[config.mk]
export PLATFORM = sky130hd
export DESIGN_NAME = program_loader
export DESIGN_NICKNAME = d
export VERILOG_FILES = /design/src/rtl/program_loader.sv
export SDC_FILE = /design/constraint.sdc
export NUM_CORES = 1
export LEC_CHECK = 0
export ABC_AREA = 0
export BUFFER_PORTS_ARGS = -buffer_cell sky130_fd_sc_hd__buf_2
export CAP_MARGIN = 0
export CORE_ASPECT_RATIO = 0.8
export CORE_UTILIZATION = 34
export CTS_CLUSTER_DIAMETER = 40
export DETAILED_ROUTE_END_ITERATION = 10
export PLACE_DENSITY = 0.58
export SYNTH_ARGS = -nofsm -noshare
export SYNTH_HDL_FRONTEND = slang
export SYNTH_SLANG_ARGS = --single-unit
[constraint.sdc]
create_clock -name clk -period 3.1 [get_ports clk]
set_input_delay 0.155 -clock clk [delete_from_list [all_inputs] [get_ports clk]]
set_output_delay 0.155 -clock clk [all_outputs]
set_load 0.01 [all_outputs]
[src/rtl/program_loader.sv]
// program_loader: framed byte-stream boot loader writing 32-bit words to imem,
// holding the CPU in reset until the image length and checksum verify.
module program_loader #(
  parameter int          ADDR_W    = 8,
  parameter logic [31:0] BASE_ADDR = 32'h0000_0000
) (
  input  logic              clk,
  input  logic              reset,
  input  logic [7:0]        rx_data,
  input  logic              rx_valid,
  output logic              rx_ready,
  output logic              imem_we,
  output logic [31:0]       imem_addr,
  output logic [31:0]       imem_wdata,
  output logic              cpu_reset,
  output logic              load_done,
  output logic              load_err,
  output logic [ADDR_W:0]   words_loaded
);
  typedef enum logic [2:0] {S_LEN0, S_LEN1, S_DATA, S_CSUM, S_RUN, S_ERR} state_e;
  state_e            state_q, state_d;
  logic [15:0]       len_q, len_d, n_len;
  logic [7:0]        xor_q, xor_d;
  logic [1:0]        bidx_q, bidx_d;
  logic [23:0]       asm_q, asm_d;
  logic [ADDR_W:0]   words_q, words_d;
  logic [31:0]       addr_d, wdata_d;
  logic              acc, we_d, last_byte, last_word, oversize;
  always_ff @(posedge clk) begin
    if (reset) begin
      state_q    <= S_LEN0;
      len_q      <= '0;
      xor_q      <= '0;
      bidx_q     <= '0;
      asm_q      <= '0;
      words_q    <= '0;
      imem_we    <= 1'b0;
      imem_addr  <= BASE_ADDR;
      imem_wdata <= '0;
      cpu_reset  <= 1'b1;
      load_done  <= 1'b0;
      load_err   <= 1'b0;
    end else begin
      state_q    <= state_d;
      len_q      <= len_d;
      xor_q      <= xor_d;
      bidx_q     <= bidx_d;
      asm_q      <= asm_d;
      words_q    <= words_d;
      imem_we    <= we_d;
      imem_addr  <= addr_d;
      imem_wdata <= wdata_d;
      cpu_reset  <= state_d != S_RUN;
      load_done  <= state_d == S_RUN;
      load_err   <= state_d == S_ERR;
    end
  end
  always_comb begin
    n_len     = {rx_data, len_q[7:0]};
    oversize  = 32'(n_len) > (32'd1 << ADDR_W);
    last_byte = bidx_q == 2'd3;
    last_word = 32'(words_q) + 32'd1 == 32'(len_q);
    state_d   = state_q;
    if (acc)
      case (state_q)
        S_LEN0:  state_d = S_LEN1;
        S_LEN1:  state_d = oversize ? S_ERR : n_len == 16'd0 ? S_CSUM : S_DATA;
        S_DATA:  state_d = last_byte && last_word ? S_CSUM : S_DATA;
        S_CSUM:  state_d = rx_data == xor_q ? S_RUN : S_ERR;
        default: state_d = state_q;
      endcase
  end
  // bytes arrive LSB first, so shifting right leaves {b2,b1,b0} when b3 lands
  always_comb begin
    rx_ready = !reset && (state_q == S_LEN0 || state_q == S_LEN1 ||
                          state_q == S_DATA || state_q == S_CSUM);
    acc      = rx_valid && rx_ready;
    we_d     = acc && state_q == S_DATA && last_byte;
    len_d    = !acc ? len_q : state_q == S_LEN0 ? {8'h00, rx_data} :
               state_q == S_LEN1 ? n_len : len_q;
    xor_d    = acc && state_q != S_CSUM ? xor_q ^ rx_data : xor_q;
    bidx_d   = acc && state_q == S_DATA ? bidx_q + 2'd1 : bidx_q;
    asm_d    = acc && state_q == S_DATA ? {rx_data, asm_q[23:8]} : asm_q;
    words_d  = words_q + {{ADDR_W{1'b0}}, we_d};
    addr_d   = we_d ? BASE_ADDR + (32'(words_q) << 2) : imem_addr;
    wdata_d  = we_d ? {rx_data, asm_q} : imem_wdata;
  end
  assign words_loaded = words_q;
endmodule

[Word-level counts from Yosys, hierarchy flattened]
Cells that the tools add are included.
W data, S select, Z words.
Operators by class
  add/sub/neg operators: 3
  $lt $le $gt $ge: 1
  equality and inequality tests: 10
  mux-type cells: 8
  bitwise logic cells: 1
  reductions and logical operators: 15
Operators with widths (number)
  $mux W16: 2
  $eq A10 B16 Y1: 1
  $gt A16 B9 Y1 const B: 1
  $logic_not A16 Y1: 1
  $pmux W3 S4: 1
  $add A9 B1 Y10 const B: 1
  $add A9 B1 Y9: 1
  $eq A8 B8 Y1: 1
  $xor A8 B8 Y8: 1
  $eq A3 B2 Y1 const B: 2
  $eq A3 B3 Y1 const B: 2
  $logic_and A1 B1 Y1: 6
  $mux W3: 2
  $reduce_and A2 Y1: 2
  $eq A3 B1 Y1 const B: 1
  $logic_not A3 Y1: 1
  $logic_or A1 B1 Y1: 3
  $mux W1: 3
  $ne A3 B2 Y1 const B: 1
  $ne A3 B3 Y1 const B: 1
  $add A2 B1 Y2 const B: 1
  $eq A2 B2 Y1 const B: 1
  $reduce_bool A2 Y1: 1
  $logic_not A1 Y1: 1
Storage, ports and cells
  bits in registers: 107
  output and inout bits: 78
  word-level logic and storage cells: 51

[Logic depth before layout (Yosys ltp)]
Gate-level depths: netlist of the first run.
  word-level depth: 9
  depth in mapped cells: 13
  mapped depth without buffers: 11

[Least setup slack after synthesis of the first run]
OpenSTA, ideal clock, no wires.
  path type: reg-to-reg
  from: register state_q[2]
  to: register words_q[7] (netlist: words_loaded[7])
  setup time: 0.128 ns
  data arrival time: 2.225 ns
  data required time: 2.972 ns
  setup slack: 0.748 ns
  cell stages (with the launch flop): 14
  path buffers: 2
  path through: dfxtp_1 > nor2_1 > and2_1 > and3_1 > buf_2 > nand2_2 > inv_2 > buf_2 > ha_1 > nand3_1 > nor2_1 > nand3_1 > xor2_1 > nor2_1
On the way
  longest elaborated chain between the ends: 9
Ends and longest elaborated chain
  from (decl): line 21  | state_e state_q, state_d;
  from (signal assigned): line 44  | state_q <= state_d;
  $eq A3 B1 Y1 or $logic_not A3 Y1 (tied branches): line 75  | rx_ready = !reset && (state_q == S_LEN0 || state_q == S_LEN1 ||
  $logic_or A1 B1 Y1 (2 in series): line 75
  $logic_or A1 B1 Y1 (*): line 76  | state_q == S_DATA || state_q == S_CSUM);
  $logic_and A1 B1 Y1 (*): line 75
  via rx_ready: line 11  | output logic rx_ready,
  $logic_and A1 B1 Y1 (*): line 77  | acc = rx_valid && rx_ready;
  $logic_and A1 B1 Y1 (*) (2 in series): line 78  | we_d = acc && state_q == S_DATA && last_byte;
  via we_d: line 28  | logic acc, we_d, last_byte, last_word, oversize;
  $add A9 B1 Y9 (*): line 84  | words_d = words_q + {{ADDR_W{1'b0}}, we_d};
  to (signal assigned): line 49  | words_q <= words_d;
  to (decl): line 26  | logic [ADDR_W:0] words_q, words_d;
The timed path passes the listed nets; every way through them passes the cells marked *.
A chain may end at the register's enable or synchronous reset.

[Final worst setup path of the first run]
  from: register state_q[2]
  to: register words_q[7] (netlist: words_loaded[7])
On the way
  longest elaborated chain between the ends: 9
Ends and longest elaborated chain (line)
  $eq A3 B1 Y1 or $logic_not A3 Y1 (tied branches): 75
  $logic_or A1 B1 Y1 (2 in series): 75
  $logic_or A1 B1 Y1: 76
  $logic_and A1 B1 Y1: 75
  $logic_and A1 B1 Y1: 77
  $logic_and A1 B1 Y1 (*) (2 in series): 78
  $add A9 B1 Y9 (*): 84
Mark *: on every way between the ends. The rest lies on a longest branch, timed or not.

==> impl_metrics.yaml, run 1 <==
grt:
  top_usage_layer: "met2"
  grtUsageMet1_pct: 22.0
  grt_max_degree: 101
  overflow: 0
  use_met2_pct: 24.3
  grt_antenna_before_repair: 0
  use_met3_pct: 3.99
  grt_use_total_pct: 15.9
  grt_pass1_wl_mm: 17.7
  grt_pass1_vias: 3564
yosys:
  synth_compound_area_share_pct: 9.18
  yosysWarningCount: 0
  ys_seq_area_share_pct: 46.8
  muxShareOfSynthArea_pct: 0.437
  synth_top_area_share_pct: 46.8
  yosysTopAreaCell: "dfxtp_1"
  synthTopCellsByArea: "dfxtp_1 47%, nand2_1 14%, a21oi_1 6.9%"
  synth_xor_area_share_pct: 6.69
  synth_flop_cell: "dfxtp_1"
  synth_top_family_by_area: "simple AND/OR/NAND/NOR gates"
  synthArstFlopShare_pct: 0
  syn-cell-area_um2: 4580
  synth_cell_types: 43
  synth-seq-cells: 107
  synth_cells: 570
  yosys.area_share.simple_pct: 27.9
  yosys.area_share.adder_pct: 1.09
  syn_area_per_cell_um2: 8.04
  synth_edf_count: 0
cts:
  cts_setup_buffers: 0
  h-tree-depth: 3
  clock_path_buffers: 2
  root_buffer: "clkbuf_16"
  cts.clk_slew.worst_paths_ns: 0.07
  cts_made_buffers: 9
  clk_latency_ns: 0.34
  cts_resized: 0
  cts_tree: "built"
  cts_sinks: 107
  postCtsHoldBufs: 0
setup_path:
  endpoint_kind: "register"
  reg2reg_from: "state_q[2]$_SDFF_PP0_"
  crit_fanout: 9
  cp.required_ns: 3.29
  start_kind: "register"
  crit_arrival_ns: 2.27
  cp-startpoint: "state_q[2]$_SDFF_PP0_"
  crit_type: "reg -> reg"
floorplanning:
  die_height_um: 106
  die_area_um2: 13900
  design.portCount: 89
  core_area_um2: 13000
  rows: 37
  die_w_um: 132
  initial_utilization_pct: 35.2
timing:
  post-route-period-util_pct: 67.1
  rsz0062_at_grt: "false"
  tightest_slew_ns: 0.955
  clock_skew_ns: 0.00535
  finalHoldViolCount: 0
  fin_crit_ns: 2.08
  fmax_ghz: 0.481
  setup_viol: 0
  slew_viol_final: 0
  maxSlewHeadroom_pct: 36.1
  finalSetupTns_ns: 0
pwr:
  finalPower_mw: 2.79
  p_leak_nw: 2.17
  p_per_area_nw_per_um2: 535
  vdd_drop_max_v: 0.000289
finish:
  diodes: 0
  area_growth_syn_to_layout_pct: 14.0
  regArea_um2: 2140
  fin_nets: 624
  final_cell_mix: "170 x nand2_1, 107 x dfxtp_1, 65 x buf_2, 63 x a21oi_1, 26 x nor2_1"
  multiInputGateArea_um2: 2160
  fill_cells: 1355
  layout-drive-gt1-share_pct: 15.8
  final_common_cell: "nand2_1"
drt:
  vias: 3743
  final_antenna_net_count: 0
  remaining_drc_errors: 0
  drt_iter0_markers: 295
  via_per_inst: 4.74
  wl_per_cell_um: 13.4
  drt-total-wl_mm: 10.6
  first_pass_iters: 4
worst_hold_path:
  min-delay-start: "reset"
  hold_class: "in -> reg"
status:
  status: "finished clean"
placed_design:
  portBuffers: 65
  place_hpwl_mm: 7.11
  gp_congestion: 0.797
run:
  drv_cap: 0
[synthesized netlist by cell type (4+ instances only)]
library cell,count
a21oi_1,63
a31oi_1,4
buf_2,10
buf_4,25
clkbuf_1,28
dfxtp_1,107
ha_1,4
nand2_1,170
nand3_1,24
nand3b_1,25
nand4_1,4
nor2_1,26
nor2b_1,4
o21ai_0,4
xnor2_1,15
xor2_1,20
[report_power, final]
part           switching, mW  total, mW  internal, mW  leakage [nW]
combinational         0.0994      0.155        0.0557          1.15
clock                  0.498       1.23         0.731         0.157
sequential            0.0186       1.41          1.39         0.864
total                  0.616       2.79          2.18          2.17
[layout make-up]
| class | count | share of cell area (%) |
|---|---|---|
| inverter | 3 | 0.216 |
| multi-input combinational | 417 | 41.4 |
| clock inverter | 4 | 1.41 |
| sequential | 107 | 41.0 |
| timing repair buffer | 71 | 7.09 |
| clock buffer | 12 | 4.72 |
| tap | 175 | 4.19 |
[cell families after synthesis]
family,after synthesis
other,1
AO/OA/AOI/OAI,77
AND/OR/NAND/NOR,276
buffers and inverters,68
multiplexers,2
flip-flops,107
adder cells (fa/ha/maj),4
XOR/XNOR,35
[per-stage QoR]
stage	instances	utilization (%)	area [um2]	setup WS, ns	hold WS, ns
CTS	789	40.1	5220	1.02	0.0657
global placement	773	37.7	4900	1.11	0.419
finish	789	40.1	5220	1.02	0.0786
detailed placement	773	37.7	4900	1.05	0.426
global route	789	40.1	5220	0.756	0.0809
floorplan	592	-	4660	0.748	0.319
[critical path, cell delays in order, from the launching register on]
cell     delay [ns]
dfxtp_1        0.37
nor2_1         0.17
and2_1         0.23
and3_1         0.22
nand2_2        0.07
inv_2          0.05
ha_1           0.15
nand3_1        0.12
nor2_1         0.22
nand3_1        0.11
xor2_1         0.17
nor2_1         0.05
[layer usage]
metal	vias up	share of wire (%)
met2	97	44
met3	11	5.2
met5	-	0
li1	1886	-
met4	0	1.1
met1	1749	49
[worst paths after layout]
check	endpoint	slack, ns	depth (start not counted)
worst max-delay path	words_loaded[7]$_SDFF_PP0_	1.02	11
worst min-delay path	state_q[1]$_SDFF_PP0_	0.08	2
worst max register to register	words_loaded[7]$_SDFF_PP0_	1.02	11
worst min register to register	imem_wdata[0]$_SDFFE_PP0N_	0.45	2
[flip-flops by register name (all words and copies together), names as in the netlist, 2 cells and up]
register      flops
bidx_q            2
asm_q            24
len_q            16
xor_q             8
imem_wdata       32
state_q           3
imem_addr         9
words_loaded      9
Power figures use the tool's default switching activity.
==> run 2, diff against run 1 <==
--- a/config.mk
+++ b/config.mk
@@ -5,7 +5,7 @@
 export SDC_FILE = /design/constraint.sdc
 export NUM_CORES = 1
 export LEC_CHECK = 0
-export ABC_AREA = 0
+export ABC_AREA = 1
 export BUFFER_PORTS_ARGS = -buffer_cell sky130_fd_sc_hd__buf_2
 export CAP_MARGIN = 0
 export CORE_ASPECT_RATIO = 0.8
==> constraint.sdc (replaced) <==
create_clock -name clk -period 2.07 [get_ports clk]
set_input_delay 0.1035 -clock clk [delete_from_list [all_inputs] [get_ports clk]]
set_output_delay 0.1035 -clock clk [all_outputs]
set_load 0.01 [all_outputs]
==> impl_metrics.yaml, run 2 <==
placed_design:
  dp.cells: 816
  gp_congestion: 0.854
  place_hpwl_mm: 7.96
  portBuffers: 65
pwr:
  p_switching_mw: 0.977
  p_leak_nw: 2.32
  pwr-share-comb_pct: 6.7
  netSwitchingFraction_pct: 23.4
  vdd_drop_max_v: 0.000384
  finalPower_mw: 4.17
  seqPwrFrac_pct: 51.0
  p_per_area_nw_per_um2: 799
  p_int_mw: 3.19
  p_clk_share_pct: 42.3
drt:
  final_antenna_net_count: 0
  remaining_drc_errors: 0
  first_pass_iters: 6
  drt_iter0_markers: 314
  via_per_inst: 4.73
  drt-total-wl_mm: 11.3
  vias: 3937
  wl_per_cell_um: 13.5
cts:
  cts_sinks: 107
  cts.clk_slew.worst_paths_ns: 0.07
  cts_tree: "built"
  cts_setup_buffers: 0
  h-tree-depth: 3
  clk_latency_ns: 0.35
  root_buffer: "clkbuf_16"
  clock_path_buffers: 2
  cts_made_buffers: 9
grt:
  grt_use_total_pct: 16.6
  grt_antenna_before_repair: 0
  overflow: 0
  grt_max_degree: 88
  grt_pass1_vias: 3533
  grt_pass1_wl_mm: 18.1
yosys:
  synthTopCellsByArea: "dfxtp_1 47%, o21ai_0 9.2%, nor2_1 8.2%"
  yosysMostFrequentCell: "dfxtp_1"
  synth_cell_types: 30
  yosysWarningCount: 0
  synth_top_area_share_pct: 47.0
  syn_area_per_cell_um2: 7.63
  synth-seq-cells: 107
  synth_edf_count: 0
  synthArstFlopShare_pct: 0
  synth_cells: 597
  yosysTopAreaCell: "dfxtp_1"
  synth_common_cells: "107 x dfxtp_1, 99 x nor2_1, 95 x nand2_1, 84 x o21ai_0, 49 x a21oi_1"
  ys_seq_area_share_pct: 47.0
  syn-cell-area_um2: 4550
  synth_flop_cell: "dfxtp_1"
setup_path:
  crit_fanout: 7
  cp.required_ns: 2.35
  crit_type: "reg -> reg"
  endpoint_kind: "register"
  crit_arrival_ns: 2.22
  rr_worst_depth: 13
  reg2reg_from: "state_q[2]$_SDFF_PP0_"
  r2r_slack_ns: 0.13
  start_kind: "register"
  rr_endpoint: "words_loaded[8]$_SDFF_PP0_"
finish:
  stdcell_count: 832
  diodes: 0
  final_common_cell: "dfxtp_1"
  layout-drive-gt1-share_pct: 15.8
  final_cell_mix: "106 x dfxtp_1, 99 x nor2_1, 95 x nand2_1, 84 x o21ai_0, 65 x buf_2"
  reg_top3: "imem_wdata (32), asm_q (24), len_q (16)"
  area_growth_syn_to_layout_pct: 14.6
  largest_reg_flops: 32
  regMostFlops: "imem_wdata"
  fin_nets: 667
floorplanning:
  rows: 37
  die_area_um2: 13900
  die_height_um: 106
  core_area_um2: 13000
  initial_utilization_pct: 35.1
  die_w_um: 131
  design.portCount: 89
timing:
  finalSetupTns_ns: 0
  slew_viol_final: 0
  finalHoldViolCount: 0
  setup_viol: 0
  clock_skew_ns: 0.00537
  fin_crit_ns: 1.94
  post-route-period-util_pct: 93.5
  rsz0062_at_grt: "true"
  fmax_ghz: 0.516
worst_hold_path:
  hold-path-cell-count: 3
  min-delay-start: "rx_data[5]"
  worst_hold_path.endpoint: "len_q[13]$_SDFFE_PP0P_"
  hold_class: "in -> reg"
status:
  status: "finished clean"
run:
  drv_cap: 0
## run 2: changes by cell type after synthesis, sizes merged, moves of 6 or more
cell | before | now
a21oi | 64 | 50
buf | 37 | 43
clkbuf | 28 | 7
inv | 3 | 43
nand2 | 171 | 97
nand3b | 25 | 0
nor2 | 27 | 104
o21ai | 5 | 94
xor2 | 20 | 2
## run 2: final cells by class
class                      instances  area (um2)
tap                              175         219
clock buffer                      13         260
multi-input combinational        417        1980
timing repair buffer              72         394
clock inverter                     3        46.3
sequential                       107        2140
fill                            1364        7740
inverter                          45         174
## run 2: cell families after synthesis
kind of cell	count (synthesis)	synth area share, %
AND/OR/NAND/NOR	230	21.3
other	1	0.0823
flip-flops	107	47.0
buffers and inverters	95	11.5
AO/OA/AOI/OAI	145	16.1
adder cells (fa/ha/maj)	4	1.10
XOR/XNOR	15	2.88
## run 2: layer usage
layer | vias up | track usage, % | routed length (um)
li1 | 1995 | - | -
met1 | 1813 | 24.5 | 5820
met2 | 120 | 23.5 | 4540
met3 | 9 | 4.81 | 795
met4 | 0 | 3.32 | 114
met5 | - | 0 | 0
## run 2: worst max-delay path by stage
stage | start | end | slack [ns] | cells after the start
after floorplan | state_q[2]$_SDFF_PP0_ | words_loaded[8]$_SDFF_PP0_ | 0.03 | 15
after global placement | state_q[2]$_SDFF_PP0_ | imem_wdata[4]$_SDFFE_PP0N_ | 0.21 | 9
after detailed placement | state_q[2]$_SDFF_PP0_ | imem_addr[10]$_SDFFE_PP0N_ | 0.11 | 9
after CTS | state_q[2]$_SDFF_PP0_ | words_loaded[8]$_SDFF_PP0_ | 0.1 | 13
after global routing | state_q[2]$_SDFF_PP0_ | words_loaded[8]$_SDFF_PP0_ | -0.02 | 13
final | state_q[2]$_SDFF_PP0_ | words_loaded[8]$_SDFF_PP0_ | 0.13 | 13
## run 2: repair_timing
action	4_1_cts	5_1_grt
setup endpoints to repair	0	20
hold endpoints to repair	0	0
gates resized for setup	0	5
hold buffers	0	0
## run 2: per-stage QoR
stage	utilization [%]	hold WS, ns	cell area (um2)	setup WS (ns)
finish	40.3	0.0567	5220	0.134
global route	40.3	0.0656	5220	-0.0222
CTS	40.1	0.0574	5200	0.0998
detailed placement	37.8	0.421	4900	0.113
global placement	37.8	0.404	4900	0.206
floorplan	-	0.244	4640	0.0348
## run 2: power groups by stage
stage                     Clock (mW)  Combinational, mW  Sequential (mW)
after global placement             0              0.270             2.17
after global routing            1.88              0.316             2.13
after CTS                       1.79              0.279             2.12
after detailed placement           0              0.277             2.17
after floorplan                    0              0.239             2.16
final                           1.76              0.280             2.12
## run 2: critical path, cell delays in order (launching register included)
cell     delay [ns]
dfxtp_2        0.36
nor2_4         0.13
nand2_4        0.10
inv_2          0.11
nand2_4        0.06
nor2_4         0.10
ha_2           0.21
ha_2           0.19
nand3_1        0.10
nor2_1         0.12
inv_1          0.07
nor2_1         0.11
o21ai_0        0.08
a21oi_1        0.13
==> run 3, diff against run 2 <==
--- a/config.mk
+++ b/config.mk
@@ -12,6 +12,8 @@
 export CORE_UTILIZATION = 34
 export CTS_CLUSTER_DIAMETER = 40
 export DETAILED_ROUTE_END_ITERATION = 10
+export GPL_TIMING_DRIVEN = 0
+export MAX_ROUTING_LAYER = met4
 export PLACE_DENSITY = 0.58
 export SYNTH_ARGS = -nofsm -noshare
 export SYNTH_HDL_FRONTEND = slang
==> impl_metrics.yaml, run 3 (same netlist as run 2, synthesis figures left out) <==
status:
  status: "finished clean"
setup_path:
  start_kind: "register"
  critPathMaxStageDelay_ns: 0.37
  crit_fanout: 5
  cp.required_ns: 2.35
  crit_arrival_ns: 2.17
  crit_family: "simple AND/OR/NAND/NOR gates"
  endpoint_kind: "register"
  slowest_stage: "dfxtp_4"
  crit_type: "reg -> reg"
  crit_chain: "inv_2, nand2_2, nor2_4, nand2_4, nor2_4, buf_6, ha_4, ha_4, nand3_2, nor2_1, inv_1, nor2_2, o21ai_1, a21oi_1"
  cp_num_buf_inv: 3
cts:
  cts_made_buffers: 9
  cts_sinks: 107
  cts_tree: "built"
  clock_path_buffers: 2
  cts.clk_slew.worst_paths_ns: 0.07
  h-tree-depth: 3
  clk_latency_ns: 0.35
  root_buffer: "clkbuf_16"
timing:
  fmax_ghz: 0.530
  finalHoldViolCount: 0
  setup_viol: 0
  setup_ws_ns: 0.183
  hold-worst-slack_ns: 0.0724
  clock_skew_ns: 0.00910
  fin_crit_ns: 1.89
  rsz0062_at_grt: "true"
  post-route-period-util_pct: 91.1
  finalSetupTns_ns: 0
  maxSlewHeadroom_pct: 63.4
  tightest_slew_ns: 0.549
  slew_viol_final: 0
placed_design:
  place_hpwl_mm: 8.88
  dp.cells: 858
  gp_congestion: 0.858
  portBuffers: 64
  dpl_cell_area_um2: 5180
  pre_cts_slack_ns: -0.290
floorplanning:
  rows: 37
  initial_utilization_pct: 35.1
  die_area_um2: 13900
  design.portCount: 89
  die_w_um: 131
  die_height_um: 106
  core_area_um2: 13000
pwr:
  p_per_area_nw_per_um2: 730
  p_leak_nw: 2.55
  finalPower_mw: 4.07
  vdd_drop_max_v: 0.000431
drt:
  via_per_inst: 4.70
  drt-total-wl_mm: 11.8
  final_antenna_net_count: 0
  wl_per_cell_um: 13.4
  drt_iter0_markers: 413
  vias: 4147
  first_pass_iters: 5
  remaining_drc_errors: 0
finish:
  final_cell_area_um2: 5580
  final_cell_mix: "103 x dfxtp_1, 98 x nor2_1, 94 x nand2_1, 83 x o21ai_0, 71 x buf_2"
  stdcell_count: 883
  fin_nets: 718
  diodes: 0
  final_util_pct: 43.0
  final_common_cell: "dfxtp_1"
  largest_reg_flops: 32
  area_growth_syn_to_layout_pct: 22.5
  reg_top3: "imem_wdata (32), asm_q (24), len_q (16)"
  fill_cells: 1318
  layout-drive-gt1-share_pct: 21.8
  regMostFlops: "imem_wdata"
grt:
  overflow: 0
  grt_max_degree: 18
  grt_antenna_before_repair: 0
  grt_use_total_pct: 18.2
  grt_pass1_vias: 3672
  grt_pass1_wl_mm: 19.2
worst_hold_path:
  hold_class: "in -> reg"
run:
  drv_cap: 0
[run 3: cell types whose count changed in the layout (fill, tap and decap cells not counted), moves of 2 or more]
cell      delta
ha_4         +2
clkbuf_1     +5
buf_6        +5
ha_2         -2
buf_4       +32
dfxtp_4      +2
buf_2        +6
dfxtp_1      -3
clkinv_4     +2
clkinv_2     +3
[run 3: final cells by class]
cell class | count | area [um2] | share of cell area (%)
Clock inverter | 6 | 41.3 | 0.740
Buffer | 49 | 343 | 6.14
Timing Repair Buffer | 74 | 398 | 7.13
Inverter | 45 | 176 | 3.16
Multi-Input combinational cell | 417 | 2010 | 36.0
Sequential cell | 107 | 2150 | 38.6
Tap cell | 175 | 219 | 3.92
Clock buffer | 10 | 239 | 4.28
[run 3: worst min-delay path: cells and delay by family]
family | cells | cell delay (ns)
simple gates | 1 | 0.09
compound gates | 1 | 0.05
buf+inv | 1 | 0.13
[run 3: path summary, 6_finish.rpt]
path	from	cells past startpoint	to	slack [ns]
worst max-delay path	state_q[2]$_SDFF_PP0_	14	words_loaded[8]$_SDFF_PP0_	0.18
worst min register to register	bidx_q[0]$_SDFFE_PP0N_	1	bidx_q[0]$_SDFFE_PP0N_	0.47
worst min-delay path	rx_data[2]	3	len_q[10]$_SDFFE_PP0P_	0.07
worst max register to register	state_q[2]$_SDFF_PP0_	14	words_loaded[8]$_SDFF_PP0_	0.18
[run 3: power breakdown]
part	total, mW	switching, mW	internal (mW)
sequential	2.12	0.0298	2.09
clock	1.62	0.767	0.849
combinational	0.332	0.204	0.128
total	4.07	1.00	3.07
[run 3: what timing repair did]
| action | CTS | global route |
|---|---|---|
| setup endpoints to repair | 5 | 2 |
| resized for setup | 7 | 10 |
| hold buffers | 1 | 0 |
| gates cloned | 0 | 0 |
| pin swaps | 2 | 5 |
| setup buffers | 3 | 6 |
| hold endpoints to repair | 8 | 0 |
[run 3: metal layers]
| layer | up-vias | GRT usage [%] | routed length (um) |
|---|---|---|---|
| li1 | 2097 | - | - |
| met1 | 1888 | 25.9 | 6000 |
| met2 | 144 | 25.2 | 4830 |
| met3 | 18 | 3.85 | 788 |
| met4 | 0 | 6.06 | 210 |
| met5 | - | - | 0 |
